**config.mk**
```make
export PLATFORM = sky130hd
export DESIGN_NAME = uart_rx
export DESIGN_NICKNAME = d
export VERILOG_FILES = /design/src/rtl/uart_pkg.sv /design/src/rtl/uart_sync2.sv /design/src/rtl/uart_rx.sv
export SDC_FILE = /design/constraint.sdc
export NUM_CORES = 1
export LEC_CHECK = 0
export CAP_MARGIN = 20
export CORE_ASPECT_RATIO = 1.75
export CORE_MARGIN = 2
export CORE_UTILIZATION = 50
export DETAILED_ROUTE_END_ITERATION = 8
export MAX_ROUTING_LAYER = met4
export PLACE_DENSITY_LB_ADDON = 0.08
export SKIP_CTS_REPAIR_TIMING = 1
export SLEW_MARGIN = 40
export SYNTH_ARGS = -nofsm -noshare
export SYNTH_HDL_FRONTEND = slang
export SYNTH_SLANG_ARGS = --single-unit
export TNS_END_PERCENT = 30
```
**constraint.sdc**
```tcl
create_clock -name i_rxc -period 2.1 [get_ports i_rxc]
set_input_delay 0.42 -clock i_rxc [delete_from_list [all_inputs] [get_ports i_rxc]]
set_output_delay 0.42 -clock i_rxc [all_outputs]
set_load 0.02 [all_outputs]
```
**src/rtl/uart_pkg.sv**
```systemverilog
// rtl/uart_pkg.sv - shared UART receiver state type and frame-level constants
package uart_pkg;

    typedef enum logic [2:0] {
        IDLE  = 3'd0,
        START = 3'd1,
        DATA  = 3'd2,
        STOP  = 3'd3,
        BREAK = 3'd4
    } rx_state_t;

    localparam logic START_BIT  = 1'b0;
    localparam logic STOP_BIT   = 1'b1;
    localparam logic IDLE_LEVEL = 1'b1;

endpackage

```
**src/rtl/uart_sync2.sv**
```systemverilog
// rtl/uart_sync2.sv - two-flop synchronizer for an asynchronous single-bit input
module uart_sync2 #(
    parameter logic RESET_VAL = 1'b1
) (
    input  logic i_clk,
    input  logic i_rst_n,
    input  logic i_d,
    output logic o_q
);

    logic r_meta;
    logic r_sync;

    always_ff @(posedge i_clk or negedge i_rst_n) begin
        if (!i_rst_n) begin
            r_meta <= RESET_VAL;
            r_sync <= RESET_VAL;
        end else begin
            r_meta <= i_d;
            r_sync <= r_meta;
        end
    end

    assign o_q = r_sync;

endmodule

```
**src/rtl/uart_rx.sv**
```systemverilog
// rtl/uart_rx.sv - oversampling UART receiver with ready/ack handshake, framing and overrun flags
module uart_rx
    import uart_pkg::*;
#(
    parameter int SIZE         = 8,
    parameter int CLKS_PER_BIT = 16
) (
    input  logic            i_rxc,
    input  logic            i_rst_n,
    input  logic            i_rxd,
    input  logic            i_rx_ack,
    output logic [SIZE-1:0] o_rxdata,
    output logic            o_rx_rdy,
    output logic            o_rx_busy,
    output logic            o_rx_ferr,
    output logic            o_rx_ovr
);

    localparam int CNT_W = $clog2(CLKS_PER_BIT);
    localparam int IDX_W = (SIZE > 1) ? $clog2(SIZE) : 1;
    localparam logic [CNT_W-1:0] CNT_LAST = CNT_W'(CLKS_PER_BIT - 1);
    localparam logic [CNT_W-1:0] CNT_HALF = CNT_W'(CLKS_PER_BIT / 2 - 1);
    localparam logic [IDX_W-1:0] IDX_LAST = IDX_W'(SIZE - 1);

    logic w_rxd_s;
    logic w_sample;

    rx_state_t          r_state;
    logic [CNT_W-1:0]   r_cnt;
    logic [IDX_W-1:0]   r_bit_idx;
    logic [SIZE-1:0]    r_shreg;
    logic [SIZE-1:0]    r_rxdata;
    logic               r_rdy;
    logic               r_busy;
    logic               r_ferr;
    logic               r_ovr;

    uart_sync2 #(.RESET_VAL(IDLE_LEVEL)) u_sync (
        .i_clk   (i_rxc),
        .i_rst_n (i_rst_n),
        .i_d     (i_rxd),
        .o_q     (w_rxd_s)
    );

    assign w_sample = (r_cnt == CNT_LAST);

    always_ff @(posedge i_rxc or negedge i_rst_n) begin
        if (!i_rst_n) begin
            r_state   <= IDLE;
            r_cnt     <= '0;
            r_bit_idx <= '0;
            r_shreg   <= '0;
            r_rxdata  <= '0;
            r_rdy     <= 1'b0;
            r_busy    <= 1'b0;
            r_ferr    <= 1'b0;
            r_ovr     <= 1'b0;
        end else begin
            r_ferr <= 1'b0;
            if (i_rx_ack && r_rdy) begin
                r_rdy <= 1'b0;
                r_ovr <= 1'b0;
            end
            case (r_state)
                IDLE: begin
                    if (w_rxd_s == START_BIT) begin
                        r_state <= START;
                        r_cnt   <= '0;
                        r_busy  <= 1'b1;
                    end
                end
                // Half-bit check both rejects glitches and re-centres later samples at mid-bit.
                START: begin
                    if (r_cnt == CNT_HALF) begin
                        r_cnt <= '0;
                        if (w_rxd_s != START_BIT) begin
                            r_state <= IDLE;
                            r_busy  <= 1'b0;
                        end else begin
                            r_state   <= DATA;
                            r_bit_idx <= '0;
                        end
                    end else begin
                        r_cnt <= r_cnt + 1'b1;
                    end
                end
                DATA: begin
                    if (w_sample) begin
                        r_cnt              <= '0;
                        r_shreg[r_bit_idx] <= w_rxd_s;
                        if (r_bit_idx == IDX_LAST) begin
                            r_state <= STOP;
                        end else begin
                            r_bit_idx <= r_bit_idx + 1'b1;
                        end
                    end else begin
                        r_cnt <= r_cnt + 1'b1;
                    end
                end
                // An ACK landing on the completion edge consumed the old word, so no overrun.
                STOP: begin
                    if (w_sample) begin
                        r_cnt <= '0;
                        if (w_rxd_s == STOP_BIT) begin
                            r_rxdata <= r_shreg;
                            r_rdy    <= 1'b1;
                            r_ovr    <= r_rdy && !i_rx_ack;
                            r_state  <= IDLE;
                            r_busy   <= 1'b0;
                        end else begin
                            r_ferr  <= 1'b1;
                            r_state <= BREAK;
                        end
                    end else begin
                        r_cnt <= r_cnt + 1'b1;
                    end
                end
                BREAK: begin
                    if (w_rxd_s == IDLE_LEVEL) begin
                        r_state <= IDLE;
                        r_busy  <= 1'b0;
                    end
                end
                default: begin
                    r_state <= IDLE;
                    r_busy  <= 1'b0;
                end
            endcase
        end
    end

    assign o_rxdata  = r_rxdata;
    assign o_rx_rdy  = r_rdy;
    assign o_rx_busy = r_busy;
    assign o_rx_ferr = r_ferr;
    assign o_rx_ovr  = r_ovr;

endmodule

```
==> impl_metrics.tcl <==
set metrics [dict create \
    cts_max_level 2 \
    drt_iter0_drc 24 \
    grt_first_pass_wirelength_um 5085 \
    synth_nets 132 \
    p_int_mw 1.362 \
    instances_no_fill 177 \
    yosys_warnings 0 \
    layout_commonest_cell "dfrtp_1" \
    ys_seq_elements 32 \
    die_h_um 77.75 \
    rsz0062_at_grt "no" \
    ant_nets 0 \
    critPathMaxFanout 3 \
    wl_um 2789 \
    layout_common_cells "30 x dfrtp_1, 16 x mux2_2, 15 x clkdlybuf4s50_1, 9 x buf_4, 8 x nand2_1" \
    tritoncts "built" \
    clockRootBuffer "clkbuf_8" \
    yosys_most_used_dff "dfrtp_1" \
    clkLatencyLatePin_ps 290 \
    final-setup-viol-count 0 \
    clock_skew_ps 8.185 \
    grt_usage 0.2030 \
    critical_path_class "flop to flop" \
    peakVddDrop_mv 0.6527 \
    pwr-share-comb 0.257 \
    cp-start-kind "flop" \
    synth_area_mm2 0.001554 \
    std_cell_rows 26 \
    dp_slack_ps 150.9 \
    area_growth_pct 20.13 \
    fin_tns_setup_ps 0 \
    fmax_mhz 511.6 \
    p_sw_frac 0.3041 \
    grt_pass1_vias 1132 \
    grt_max_degree 33 \
    avgViaCountPerCell 6.028 \
    io_buffers 15 \
    finalMaxSlewViolations 0 \
    ys_types 42 \
    seq_area_frac_synth 0.5169 \
    maxCapViolations 0 \
    post-dp-hpwl_um 2045 \
    placed_area_mm2 0.001740 \
    netlist_instances 125 \
    antenna_cells 0 \
    cp.required_ps 2270 \
    initial_core_util 0.5308 \
    status "completed" \
    drc 0 \
    die-width_um 46.14 \
    ios 16 \
    clock-sinks 32 \
    core-area_mm2 0.002928 \
    drive_gt1_frac 0.2886 \
    power_switching_mw 0.5952 \
    die-area_mm2 0.003587 \
    nets 155 \
    fin_util 0.6376 \
    cts_inserted_buffers 5 \
    cp-end-kind "flop" \
    placed_cells 169 \
    p_seq_frac 0.416 \
    period_share 0.9309 \
    avgSynthCellArea_um2 12.43 \
    drt-pass1-iter-count 4 \
    fill_cells 236 \
    ys_async_sr_fraction 1.000 \
    path_clk_slew_ps 70 \
    synth-edff-count 0 \
    gp_congestion 0.8184 \
    hp-class "flop to flop" \
    worstMarginPinSlew_ps 377.7 \
    hold_viol 0 \
    wl_per_cell_um 15.76 \
    power.leakage_nw 0.8763 \
    finalCriticalPeriod_ps 1955 \
    clk_path_buf_depth 2 \
    antenna_found_initial 0 \
    vias 1067 \
    critPathArrivalTime_ps 2120 \
    finalInstanceArea_mm2 0.001867 \
    powerDensity_mw_per_mm2 1049 \
    max_slew_margin 0.7446 \
    setup_ws_ps 145.2 \
    grt.overflow.total 0 \
    p_clk_frac 0.327 \
]
[final cells by class]
cell class,instances,area (um^2),area share
flip-flops and latches,32,803.3,0.4303
clock buffers,7,96.34,0.05161
repair buffers,24,217.7,0.1166
multi-input cells,82,673.1,0.3606
clock inverters,1,30.03,0.01609
inverters,3,11.26,0.006032
well taps,28,35.03,0.01877
[power by group through the flow]
stage	combinational (mW)	sequential (mW)	clock (mW)
floorplan	0.430	0.787	0
global placement	0.494	0.819	0
detailed placement	0.509	0.823	0
CTS	0.509	0.812	0.660
global route	0.571	0.832	0.684
finish	0.503	0.814	0.640
[routing by layer]
layer  vias to the layer above  track usage  routed length, um
met1                       522       0.2190               1060
met3                        10      0.05116                 99
met2                        25       0.3139               1514
met4                         0       0.1314                114
met5                         -            -                  0
li1                        510            -                  -
[per-stage QoR]
step / hold WS [ps] / total power [mW]
6_report: 365.6 / 1.958
5_1_grt: 367.7 / 2.087
4_1_cts: 367.5 / 1.981
3_5_place_dp: 357.4 / 1.332
3_3_place_gp: 345.7 / 1.313
2_1_floorplan: 124.4 / 1.217
[cell usage after synthesis (2+ instances only)]
library cell / instances / area share
buf_4: 3 / 0.014
buf_6: 2 / 0.014
clkbuf_1: 2 / 0.0048
dfrtp_1: 30 / 0.48
dfstp_2: 2 / 0.034
ha_1: 3 / 0.024
inv_1: 3 / 0.0072
mux2_2: 16 / 0.12
mux2_4: 2 / 0.019
mux2i_1: 3 / 0.019
nand2_1: 8 / 0.019
nand3_1: 3 / 0.0097
nand4_1: 3 / 0.012
nor2_1: 6 / 0.014
nor3_1: 4 / 0.013
nor4_1: 2 / 0.0081
o2bb2ai_1: 3 / 0.017
o31a_1: 2 / 0.011
o32ai_1: 2 / 0.011
or3_1: 3 / 0.012
or4b_4: 2 / 0.018
[cell families after synthesis]
logic type / share of synthesized area
mux: 0.1546
buf+inv: 0.04992
simple gates: 0.1691
compound gates: 0.07328
fa+ha+maj: 0.03060
flops: 0.5169
xor+xnor: 0.005637
[worst max-delay path: stages (launching register included)]
cell and delay [ps]:
dfrtp_1 380, ha_1 200, ha_1 210, or4b_4 490
or2_4 260, mux2_4 300
[sequential cells by signal (all words and copies together) (netlist names), 3 cells and up]
name,flops
o_rxdata,8
r_shreg,8
r_cnt,4
r_bit_idx,3
r_state,3
[final timing paths]
kind,cells after the start,to,startpoint,slack [ps]
hold reg to reg,0,u_sync.o_q,u_sync.r_meta,370
max in group asynchronous,2,u_sync.o_q,i_rst_n,1260
min in group asynchronous,2,r_shreg[3],i_rst_n,530
setup / recovery,5,r_bit_idx[2],r_bit_idx[0],150
setup reg to reg,5,r_bit_idx[2],r_bit_idx[0],150
hold / removal,0,u_sync.o_q,u_sync.r_meta,370
No activity file was read; power rests on OpenSTA's default activity.
